### src/rtl/fc_axis_receiver_if.sv
// AXI4-Stream slave bundle between the DMA engine and fc_axis_receiver.
// The DMA engine drives data/valid/last; the receiver answers with ready.
interface fc_axis_receiver_if #(
    parameter int DATA_WIDTH = 32
);
    logic [DATA_WIDTH-1:0] S_AXIS_TDATA;
    logic                  S_AXIS_TVALID;
    logic                  S_AXIS_TLAST;
    logic                  S_AXIS_TREADY;

    modport master (
        output S_AXIS_TDATA,
        output S_AXIS_TVALID,
        output S_AXIS_TLAST,
        input  S_AXIS_TREADY
    );

    modport slave (
        input  S_AXIS_TDATA,
        input  S_AXIS_TVALID,
        input  S_AXIS_TLAST,
        output S_AXIS_TREADY
    );
endinterface

### src/rtl/fc_axis_receiver.sv
// Receive stage for the FC core: streams DMA words into the feature/bias/weight buffer.
// Define FC_RX_LEN_CHECK_EN to compare TLAST against the programmed size and flag len_err.
module fc_axis_receiver #(
    parameter int DATA_WIDTH = 32,
    parameter int ADDR_WIDTH = 21
) (
    input  logic                  clk,
    input  logic                  rstn,
    fc_axis_receiver_if.slave     s_axis,
    input  logic [2:0]            receiveCommand,
    input  logic [ADDR_WIDTH-1:0] receive_size,
    output logic                  buf_we,
    output logic [1:0]            buf_sel,
    output logic [ADDR_WIDTH-1:0] buf_addr,
    output logic [DATA_WIDTH-1:0] buf_wdata,
    output logic                  feature_receive_done,
    output logic                  bias_receive_done,
    output logic                  weight_receive_done,
    output logic                  busy,
    output logic                  len_err
);

    typedef enum logic [1:0] {
        IDLE,
        RECV,
        DONE
    } state_t;

    state_t                state;
    state_t                state_next;
    logic [1:0]            cmd_r;
    logic [ADDR_WIDTH-1:0] size_r;
    logic [ADDR_WIDTH-1:0] cnt;
    logic                  cmd_ok;
    logic                  latch_cmd;
    logic                  accept;
    logic                  final_beat;
    logic                  tready;
    logic                  hold_done;
`ifdef FC_RX_LEN_CHECK_EN
    logic                  err_set;
`else
    logic                  unused_tlast;
`endif

    assign cmd_ok = (receiveCommand == 3'd1) || (receiveCommand == 3'd2) ||
                    (receiveCommand == 3'd3);
    assign final_beat = (cnt == size_r - 1'b1);
    assign s_axis.S_AXIS_TREADY = tready;

    always_ff @(posedge clk or negedge rstn) begin
        if (!rstn) begin
            state <= IDLE;
        end else begin
            state <= state_next;
        end
    end

    always_comb begin
        state_next = state;
        latch_cmd  = 1'b0;
        accept     = 1'b0;
        tready     = 1'b0;
        busy       = 1'b0;
`ifdef FC_RX_LEN_CHECK_EN
        err_set    = 1'b0;
`endif
        case (state)
            IDLE: begin
                if (cmd_ok) begin
                    latch_cmd  = 1'b1;
                    state_next = (receive_size != '0) ? RECV : DONE;
                end
            end
            RECV: begin
                tready = 1'b1;
                busy   = 1'b1;
                if (s_axis.S_AXIS_TVALID) begin
                    accept = 1'b1;
`ifdef FC_RX_LEN_CHECK_EN
                    // Either a short packet or a missing TLAST ends the transfer with an error.
                    if (final_beat) begin
                        state_next = DONE;
                        err_set    = !s_axis.S_AXIS_TLAST;
                    end else if (s_axis.S_AXIS_TLAST) begin
                        state_next = DONE;
                        err_set    = 1'b1;
                    end
`else
                    if (final_beat) begin
                        state_next = DONE;
                    end
`endif
                end
            end
            DONE: begin
                if (receiveCommand == 3'd0) begin
                    state_next = IDLE;
                end
            end
            default: state_next = IDLE;
        endcase
    end

    // Done flags rise one cycle into DONE and drop on the same edge that returns to IDLE.
    assign hold_done = (state == DONE) && (receiveCommand != 3'd0);

    always_ff @(posedge clk or negedge rstn) begin
        if (!rstn) begin
            cmd_r                <= 2'd0;
            size_r               <= '0;
            cnt                  <= '0;
            buf_we               <= 1'b0;
            buf_sel              <= 2'd0;
            buf_addr             <= '0;
            buf_wdata            <= '0;
            feature_receive_done <= 1'b0;
            bias_receive_done    <= 1'b0;
            weight_receive_done  <= 1'b0;
        end else begin
            buf_we <= accept;
            if (latch_cmd) begin
                cmd_r  <= receiveCommand[1:0];
                size_r <= receive_size;
                cnt    <= '0;
            end else if (accept) begin
                cnt <= cnt + 1'b1;
            end
            if (accept) begin
                buf_wdata <= s_axis.S_AXIS_TDATA;
                buf_addr  <= cnt;
                buf_sel   <= cmd_r;
            end
            feature_receive_done <= hold_done && (cmd_r == 2'd1);
            bias_receive_done    <= hold_done && (cmd_r == 2'd2);
            weight_receive_done  <= hold_done && (cmd_r == 2'd3);
        end
    end

`ifdef FC_RX_LEN_CHECK_EN
    always_ff @(posedge clk or negedge rstn) begin
        if (!rstn) begin
            len_err <= 1'b0;
        end else if (latch_cmd) begin
            len_err <= 1'b0;
        end else if (err_set) begin
            len_err <= 1'b1;
        end
    end
`else
    assign unused_tlast = s_axis.S_AXIS_TLAST;
    assign len_err      = 1'b0;
`endif

endmodule
### src/flat_wrapper.sv
// flat-port wrapper written by rule: the top's interface ports become plain ports
module fc_axis_receiver_flat 
#(
    parameter int DATA_WIDTH = 32,
    parameter int ADDR_WIDTH = 21
)
  (clk, rstn, receiveCommand, receive_size, buf_we, buf_sel, buf_addr, buf_wdata, feature_receive_done, bias_receive_done, weight_receive_done, busy, len_err, s_axis_S_AXIS_TDATA, s_axis_S_AXIS_TVALID, s_axis_S_AXIS_TLAST, s_axis_S_AXIS_TREADY);
  fc_axis_receiver_if #(.DATA_WIDTH(DATA_WIDTH)) s_axis_i ();
  input  logic clk;
  input  logic rstn;
  input  logic [2:0] receiveCommand;
  input  logic [ADDR_WIDTH-1:0] receive_size;
  output logic buf_we;
  output logic [1:0] buf_sel;
  output logic [ADDR_WIDTH-1:0] buf_addr;
  output logic [DATA_WIDTH-1:0] buf_wdata;
  output logic feature_receive_done;
  output logic bias_receive_done;
  output logic weight_receive_done;
  output logic busy;
  output logic len_err;
  input wire logic [$bits(s_axis_i.S_AXIS_TDATA)-1:0] s_axis_S_AXIS_TDATA;
  input wire logic [$bits(s_axis_i.S_AXIS_TVALID)-1:0] s_axis_S_AXIS_TVALID;
  input wire logic [$bits(s_axis_i.S_AXIS_TLAST)-1:0] s_axis_S_AXIS_TLAST;
  output wire logic [$bits(s_axis_i.S_AXIS_TREADY)-1:0] s_axis_S_AXIS_TREADY;
  assign s_axis_i.S_AXIS_TDATA = s_axis_S_AXIS_TDATA;
  assign s_axis_i.S_AXIS_TVALID = s_axis_S_AXIS_TVALID;
  assign s_axis_i.S_AXIS_TLAST = s_axis_S_AXIS_TLAST;
  assign s_axis_S_AXIS_TREADY = s_axis_i.S_AXIS_TREADY;
  fc_axis_receiver #(.DATA_WIDTH(DATA_WIDTH), .ADDR_WIDTH(ADDR_WIDTH)) u_core (.clk(clk), .rstn(rstn), .s_axis(s_axis_i), .receiveCommand(receiveCommand), .receive_size(receive_size), .buf_we(buf_we), .buf_sel(buf_sel), .buf_addr(buf_addr), .buf_wdata(buf_wdata), .feature_receive_done(feature_receive_done), .bias_receive_done(bias_receive_done), .weight_receive_done(weight_receive_done), .busy(busy), .len_err(len_err));
endmodule
### config.mk
export PLATFORM = sky130hd
export DESIGN_NAME = fc_axis_receiver_flat
export DESIGN_NICKNAME = d
export VERILOG_FILES = /design/src/rtl/fc_axis_receiver_if.sv /design/src/rtl/fc_axis_receiver.sv /design/src/flat_wrapper.sv
export SDC_FILE = /design/constraint.sdc
export NUM_CORES = 1
export LEC_CHECK = 0
export BUFFER_PORTS_ARGS = -buffer_cell sky130_fd_sc_hd__buf_2
export CAP_MARGIN = 20
export CORE_MARGIN = 1
export CORE_UTILIZATION = 45
export DETAILED_ROUTE_END_ITERATION = 7
export PLACE_DENSITY_LB_ADDON = 0.05
export SLEW_MARGIN = 20
export SYNTH_ARGS = -nofsm -noshare
export SYNTH_HDL_FRONTEND = slang
export SYNTH_SLANG_ARGS = --single-unit
export TNS_END_PERCENT = 50
### constraint.sdc
create_clock -name clk -period 3.44 [get_ports clk]
set_input_delay 0.172 -clock clk [delete_from_list [all_inputs] [get_ports clk]]
set_output_delay 0.172 -clock clk [all_outputs]
set_load 0.02 [all_outputs]
==> results_dict.tcl, run 1 <==
set metrics [dict create \
    syn-num-nets 620 \
    worstMarginPinSlew_ns 0.606 \
    cts_max_level 3 \
    drc 0 \
    antenna_found_initial 0 \
    synth_cells 558 \
    synth_top_area_share 0.510 \
    ys_warn_count 0 \
    ys_ff_latch 105 \
    start_kind "flop" \
    required_ns 3.65 \
    hold_viol_final 0 \
    core_um2 11000 \
    slew_headroom 0.596 \
    cts_tree "done" \
    p_leak_nw 3.14 \
    ios 122 \
    die_area_um2 11900 \
    numCtsBuffers 9 \
    dr_total_vias 4324 \
    min_period_over_period 0.800 \
    yosysTopAreaCell "dfrtp_1" \
    track_usage 0.221 \
    synth_cell_types 59 \
    place_congestion 0.898 \
    synth_area_um2 5150 \
    initial_utilization 0.469 \
    status "complete, no violations" \
    critPathKind "flop to flop" \
    diodes 0 \
    postCtsHoldBufs 20 \
    cap_violations 0 \
    fin_util 0.578 \
    reg2reg_depth 8 \
    rows 38 \
    grt_setup_unrepaired "no" \
    rrSetupSlack_ns 0.69 \
    grt_pass1_wl_mm 20.0 \
    viasPerCell 5.23 \
    final_cell_mix "nand2_1 (182), buf_2 (118), dfrtp_1 (105)" \
    async_reset_ff_frac 1.00 \
    whs_ns 0.0137 \
    setup_slack_ns 0.687 \
    clock_skew_ns 0.0118 \
    area_delta_synth_final_pct 23.4 \
    fin_nets 744 \
    die_h_um 109 \
    synth_ff_type "dfrtp_1" \
    ys_seq_area_frac 0.510 \
    cts_root_buf "clkbuf_16" \
    placed_cell_area_um2 5820 \
    clock.fmax_ghz 0.363 \
    grt_pass1_vias 4102 \
    overflow 0 \
    hold_start "s_axis_S_AXIS_TDATA[5]" \
    hold_class "primary input to flop" \
    post_cts_buffers 0 \
    hold_path_depth 3 \
    final_area_um2 6350 \
    p_per_area_nw_per_um2 666 \
    arrival_ns 2.96 \
    period_minus_slack_ns 2.75 \
    r2r-end "u_core.state[0]" \
    tns_ns 0 \
    drv_slew 0 \
    r2r_start "u_core.size_r[0]" \
    clock_latency_ns 0.36 \
    wl_per_cell_um 15.1 \
    routed_wl_mm 12.5 \
    die_x_um 109 \
    setup_viol 0 \
    peakVddDrop_v 0.000467 \
    first_pass_iters 4 \
    post-place-ws_ns 0.711 \
    synth_edf_count 0 \
    drt_first_iter_violations 209 \
    dpl.hpwl_mm 8.54 \
    clk_path_buf_depth 2 \
    drive_gt1_frac 0.257 \
    synth.area.top_cells "dfrtp_1 (51%), nand2_1 (13%), mux2_2 (4.8%)" \
    final_antenna_net_count 0 \
    grt_max_degree 79 \
    min_to "u_core.buf_wdata[5]" \
    cts_resized 0 \
    final_common_cell "nand2_1" \
    io_buffers 119 \
    cp_max_fo 7 \
    endpoint_kind "flop" \
    cts.sinks 105 \
    avgSynthCellArea_um2 9.22 \
    cts.clk_slew.worst_paths_ns 0.07 \
]
[how the worst max path moves through the flow]
stage	slack, ns	from	end	cells after the start
after detailed placement	0.71	u_core.size_r[0]	u_core.state[0]	8
after global placement	0.74	u_core.size_r[0]	u_core.state[0]	8
after CTS	0.70	u_core.size_r[0]	u_core.state[0]	8
after global routing	0.56	u_core.size_r[0]	u_core.state[0]	8
after floorplan	1.01	u_core.size_r[0]	u_core.state[0]	8
final	0.69	u_core.size_r[0]	u_core.state[0]	8
[kinds of logic after synthesis]
logic type / synth area share
AND/OR/NAND/NOR: 0.263
flip-flops: 0.510
AO/OA/AOI/OAI: 0.0739
buffers and inverters: 0.0340
XOR/XNOR: 0.0613
multiplexers: 0.0520
adder cells (fa/ha/maj): 0.00486
other: 0.000729
[through the flow]
step           std cells  total power (W)
4_1_cts              824          0.00426
3_3_place_gp         789          0.00317
5_1_grt              826          0.00448
2_1_floorplan        558          0.00279
3_5_place_dp         789          0.00319
6_report             826          0.00423
[synth_stat cells (2+ instances only)]
cell type	count
a21boi_0	2
a21o_1	2
a21oi_1	16
a22o_1	2
a41oi_1	2
and3_1	6
buf_1	3
buf_2	2
buf_4	2
buf_6	2
clkbuf_1	25
dfrtp_1	105
ha_1	2
inv_1	5
mux2_2	22
mux2i_1	2
nand2_1	183
nand2b_1	2
nand3_1	7
nand3b_1	3
nand4_1	9
nor2_1	28
nor2b_1	3
nor3_1	11
nor3_2	2
nor3b_1	2
nor4_1	8
nor4_2	2
o2111ai_1	2
o21ai_0	15
o21bai_1	2
o22ai_1	2
o31ai_1	2
or3_1	9
or4_1	7
or4_4	2
xnor2_1	18
xor2_1	18
[final cells by class]
cell class / instances / area (µm²)
timing repair buffer: 147 / 881
clock inverter: 5 / 63.8
inverter: 6 / 22.5
tap: 140 / 175
fill: 975 / 4630
multi-input combinational: 413 / 2350
clock buffer: 10 / 229
sequential: 105 / 2630
[sequential cells by signal, indices dropped and copies added, names as in the netlist]
| signal | count |
|---|---|
| u_core.buf_wdata | 32 |
| u_core.cmd_r | 2 |
| u_core.bias_receive_done | 1 |
| u_core.buf_addr | 21 |
| u_core.cnt | 21 |
| u_core.state | 2 |
| u_core.weight_receive_done | 1 |
| u_core.feature_receive_done | 1 |
| u_core.buf_sel | 2 |
| u_core.size_r | 21 |
| u_core.buf_we | 1 |
[layer usage]
metal  global-route usage  up-vias  routed length, µm
met5                    0        -                  0
met4               0.0656        0                104
met3               0.0699       11                691
met1                0.292     2078               5920
li1                     -     2117                  -
met2                0.348      118               5750
[critical path, cell delays in order (launching register included)]
cell	delay [ns]
dfrtp_1	0.45
inv_1	0.12
ha_1	0.27
or3b_2	0.55
or4_4	0.46
nor3_2	0.22
nor2_1	0.07
a221oi_1	0.32
a41oi_1	0.16
[where the power goes]
group          internal [W]  total (W)  leakage, nW  switching, W
registers           0.00150    0.00187         1.34      0.000368
clock network      0.000568    0.00103        0.145      0.000460
logic              0.000587    0.00133         1.65      0.000746
Note: power is estimated with default switching activity, not from simulation.
==> run 2, diff against run 1 <==
clock period = 2.55 ns   (was 3.44 ns; I/O delays follow)
==> run 2 against run 1 <==
Worst setup slack lost 0.56 ns. First-iteration DRC count rose by 11%. Register-to-register slack got worse by 0.56 ns. Final area is 6.3% higher. Die area stayed put. Critical path depth unchanged. Hold slack worse by 0.0047 ns. Final cell count up 4.8%. Clock skew down 0.0028 ns. Critical endpoint unchanged. Largest power group unchanged. Highest routed layer unchanged.
==> results_dict.tcl, run 2 (same netlist as run 1, synthesis figures left out) <==
set metrics [dict create \
    drive_gt1_frac 0.288 \
    seq_power_share 0.405 \
    grt_max_degree 60 \
    regMostFlops "u_core.buf_wdata" \
    dpl.hpwl_mm 9.29 \
    die_h_um 109 \
    min_period_over_period 0.948 \
    fin_nets 783 \
    tns_ns 0 \
    diodes 0 \
    numCtsBuffers 9 \
    slew_headroom 0.537 \
    hold_class "primary input to flop" \
    dr_total_vias 4461 \
    largest_reg_flops 32 \
    grt_pass1_wl_mm 22.1 \
    hold_viol_final 0 \
    io_buffers 119 \
    period_minus_slack_ns 2.42 \
    clock_power_share 0.238 \
    cts.clk_slew.worst_paths_ns 0.07 \
    critical-path-top-delay-family "simple AND/OR/NAND/NOR gates" \
    cts_root_buf "clkbuf_16" \
    grt_pass1_vias 4467 \
    worstPathCellList "inv_1 > ha_1 > or3b_4 > or4_4 > nor3_4 > nor2_1 > a221oi_2 > a41oi_1" \
    die_x_um 109 \
    first_pass_iters 4 \
    routed_wl_mm 13.6 \
    crit_buf_inv 1 \
    drv_slew 0 \
    final_cell_mix "nand2_1 (182), buf_2 (118), dfrtp_1 (103)" \
    worstMarginPinSlew_ns 0.694 \
    required_ns 2.77 \
    wl_per_cell_um 15.7 \
    arrival_ns 2.63 \
    critPathKind "flop to flop" \
    cap_violations 0 \
    netSwitchingPower_w 0.00228 \
    start_kind "flop" \
    rows 38 \
    cp_max_fo 6 \
    area_delta_synth_final_pct 31.2 \
    initial_utilization 0.469 \
    post-place-ws_ns -0.0444 \
    clk_path_buf_depth 2 \
    internal_power_w 0.00379 \
    instances_no_fill 866 \
    track_usage 0.248 \
    fin_util 0.615 \
    cpPeakStageDelay_ns 0.48 \
    power_w 0.00607 \
    grt_setup_unrepaired "no" \
    place_congestion 0.902 \
    clock.fmax_ghz 0.414 \
    clock_latency_ns 0.37 \
    status "complete, no violations" \
    setup_slack_ns 0.132 \
    antenna_found_initial 0 \
    final_common_cell "nand2_1" \
    p_per_area_nw_per_um2 899 \
    p_sw_frac 0.376 \
    viasPerCell 5.15 \
    pwr-share-comb 0.357 \
    place_inst 812 \
    drc 0 \
    endpoint_kind "flop" \
    cts.sinks 105 \
    overflow 0 \
    setup_viol 0 \
    cts_max_level 3 \
    ios 122 \
    cp_slowest_cell "or4_4" \
    core_um2 11000 \
    cts_tree "done" \
    final_antenna_net_count 0 \
    die_area_um2 11900 \
    p_leak_nw 3.32 \
    post_cts_buffers 0 \
    drt_first_iter_violations 232 \
    peakVddDrop_v 0.000817 \
    clock_skew_ns 0.00906 \
]
run 2: cell types whose count changed in the layout (fill, tap and decap cells not counted), moves of 2 or more:
cell           previous run  this run
buf_4                     7        29
dlygate4sd3_1            21        38
dfrtp_1                 105       103
dfrtp_2                   0         2
run 2: metal layers:
layer  vias up  track usage  routed length (µm)
met5         -            0                   0
met4         0       0.0685                 129
met3        11       0.0711                 612
met2       103        0.411                6510
met1      2146        0.315                6350
li1       2201            -                   -
run 2: worst paths after layout:
kind	cells after the start	slack [ns]	from	to
worst max register to register	8	0.13	u_core.size_r[1]	u_core.state[0]
min in group asynchronous	2	0.34	rstn	u_core.size_r[14]
max in group asynchronous	3	1.57	rstn	u_core.size_r[5]
worst min-delay path	2	0.009	receive_size[3]	u_core.size_r[3]
worst max-delay path	8	0.13	u_core.size_r[1]	u_core.state[0]
worst min register to register	2	0.47	u_core.buf_wdata[0]	u_core.buf_wdata[0]
run 2: worst register-to-register path: cells and delay by family, from the launching register on:
family,cells,cell delay [ns]
compound gates,2,0.35
fa+ha+maj,1,0.19
buf+inv,1,0.10
flops,1,0.42
simple gates,4,1.20
run 2: timing repair:
action / CTS / global route
setup endpoints to repair: 1 / 2
hold buffers: 37 / 1
endpoints found under the hold margin: 87 / 1
gates resized for setup: 1 / 14
run 2: area by class of cell:
class                   count  area, µm²
clock buffers              10        229
fillers                   952       4230
inverters                   6       22.5
flip-flops and latches    105       2630
clock inverters             6       73.8
multi-input cells         413       2410
well taps                 140        175
repair buffers            186       1210
run 2: per-stage QoR:
stage / cell area [µm²] / hold WS, ns
floorplan: 5150 / -0.168
global placement: 6010 / 0.210
detailed placement: 6010 / 0.213
CTS: 6680 / 0.00263
global route: 6750 / 0.00537
finish: 6750 / 0.00894
run 2: power groups by stage:
stage | Clock (W) | Combinational (W) | Sequential, W
global placement | 0 | 0.00203 | 0.00245
detailed placement | 0 | 0.00206 | 0.00246
CTS | 0.00149 | 0.00211 | 0.00245
floorplan | 0 | 0.00128 | 0.00249
finish | 0.00145 | 0.00217 | 0.00246
global route | 0.00154 | 0.00237 | 0.00252
==> run 3, diff against run 2 <==
GPL_TIMING_DRIVEN = 0   (was unset)
==> run 3 against run 2 <==
Sequential cell count unchanged. Clock power about the same. Via count about the same. Combinational power up 3%. First-iteration DRC count up 16%. Hold slack better by 0.0058 ns. Critical path depth unchanged. Power up 0.29%. Sequential power about the same. Clock skew up 0.0021 ns.
==> results_dict.tcl, run 3 (same netlist as run 1, synthesis figures left out) <==
set metrics [dict create \
    final_area_um2 6810 \
    core_um2 11000 \
    arrival_ns 2.72 \
    p_leak_nw 3.31 \
    clock.fmax_ghz 0.404 \
    dpl.hpwl_mm 9.33 \
    dr_total_vias 4465 \
    first_pass_iters 4 \
    place_congestion 0.848 \
    drive_gt1_frac 0.273 \
    track_usage 0.240 \
    final_cell_mix "nand2_1 (182), buf_2 (119), dfrtp_1 (101)" \
    setup_viol 0 \
    regMostFlops "u_core.buf_wdata" \
    min_period_over_period 0.971 \
    cts_root_buf "clkbuf_16" \
    placed_cell_area_um2 5950 \
    power_w 0.00609 \
    peakVddDrop_v 0.000852 \
    drv_slew 0 \
    io_buffers 119 \
    required_ns 2.80 \
    viasPerCell 5.10 \
    die_h_um 109 \
    worstPathCellList "inv_2 > ha_4 > or3b_4 > or4_4 > mux2i_4 > o221a_1 > o2111ai_1 > o21ai_1" \
    slew_headroom 0.569 \
    cts_tree "done" \
    cp_max_fo 7 \
    clock_skew_ns 0.0111 \
    largest_reg_flops 32 \
    antenna_found_initial 0 \
    numCtsBuffers 9 \
    endpoint_kind "flop" \
    cp_slowest_cell "or4_4" \
    initial_utilization 0.469 \
    p_per_area_nw_per_um2 894 \
    grt_pass1_vias 4505 \
    routed_wl_mm 13.4 \
    overflow 0 \
    cts.sinks 105 \
    rows 38 \
    clk_path_buf_depth 2 \
    fin_nets 793 \
    drc 0 \
    cts_max_level 3 \
    grt_max_degree 65 \
    die_x_um 109 \
    status "complete, no violations" \
    period_minus_slack_ns 2.48 \
    hold_class "primary input to flop" \
    die_area_um2 11900 \
    cpPeakStageDelay_ns 0.54 \
    nFillCells 963 \
    cap_violations 0 \
    final_antenna_net_count 0 \
    cts.clk_slew.worst_paths_ns 0.08 \
    clock_latency_ns 0.36 \
    final_common_cell "nand2_1" \
    ios 122 \
    wl_per_cell_um 15.2 \
    worstMarginPinSlew_ns 0.647 \
    grt_setup_unrepaired "yes" \
    fin_util 0.620 \
    drt_first_iter_violations 269 \
    critPathKind "flop to flop" \
    area_delta_synth_final_pct 32.3 \
    grt_pass1_wl_mm 21.6 \
    diodes 0 \
    start_kind "flop" \
    hold_viol_final 0 \
]
run 3: cell count changes in the layout (fill, tap and decap cells not counted), sizes merged:
cell,delta
clkbuf,+23
buf,-12
bufinv,-1
clkinv,+1
clkinvlp,-1
dlygate4sd3,-1
inv,+1
run 3: layer usage:
layer  GRT usage  share of wire  vias up
met2       0.386           0.47      118
met5           0              0        -
met4      0.0849          0.017        0
li1            -              -     2233
met1       0.305           0.46     2094
met3      0.0729          0.059       20
run 3: per-stage QoR:
step | setup slack, ns | hold WS [ns] | setup TNS (ns) | cells
after global routing | -0.0217 | 0.00601 | -0.0230 | 876
final | 0.0739 | 0.0147 | 0 | 876
after global placement | -0.407 | 0.316 | -0.578 | 817
after floorplan | 0.121 | -0.168 | 0 | 558
after CTS | 0.0133 | 0.00126 | 0 | 871
after detailed placement | -0.430 | 0.0748 | -0.641 | 818
run 3: where the power goes:
part / internal, W / switching (W)
Sequential: 0.00203 / 0.000413
Combinational: 0.000985 / 0.00124
Clock: 0.000721 / 0.000703
Total: 0.00374 / 0.00236
run 3: path summary, 6_finish.rpt:
kind | start | to | slack [ns] | cells after the start
max in group asynchronous | rstn | u_core.buf_wdata[11] | 1.66 | 3
worst max-delay path | u_core.size_r[1] | u_core.state[1] | 0.07 | 8
worst max register to register | u_core.size_r[1] | u_core.state[1] | 0.07 | 8
worst min-delay path | receive_size[14] | u_core.size_r[14] | 0.01 | 2
worst min register to register | u_core.buf_wdata[1] | u_core.buf_wdata[1] | 0.47 | 2
min in group asynchronous | rstn | u_core.size_r[11] | 0.25 | 2
run 3: final cells by class:
cell class / count / area (µm²) / area share
sequential: 105 / 2630 / 0.387
multi-input combinational: 413 / 2460 / 0.362
timing repair buffer: 164 / 1050 / 0.155
clock buffer: 10 / 239 / 0.0351
tap: 140 / 175 / 0.0257
buffer: 32 / 158 / 0.0231
clock inverter: 6 / 65.1 / 0.00955
inverter: 6 / 25.0 / 0.00367
run 3: worst max-delay path, delay by kind of cell (launching register included):
kind	cells	cell delay, ns
buf+inv	1	0.10
fa+ha+maj	1	0.16
flops	1	0.46
compound gates	3	0.46
mux	1	0.21
simple gates	2	0.97
run 3: timing repair:
action                                  in CTS  in global routing
endpoints found under the hold margin       77                  0
resized for setup                           13                 20
endpoints found under the setup margin       2                  6
buffers inserted                             1                  6
hold buffers                                37                  0
pin swaps                                    1                  8
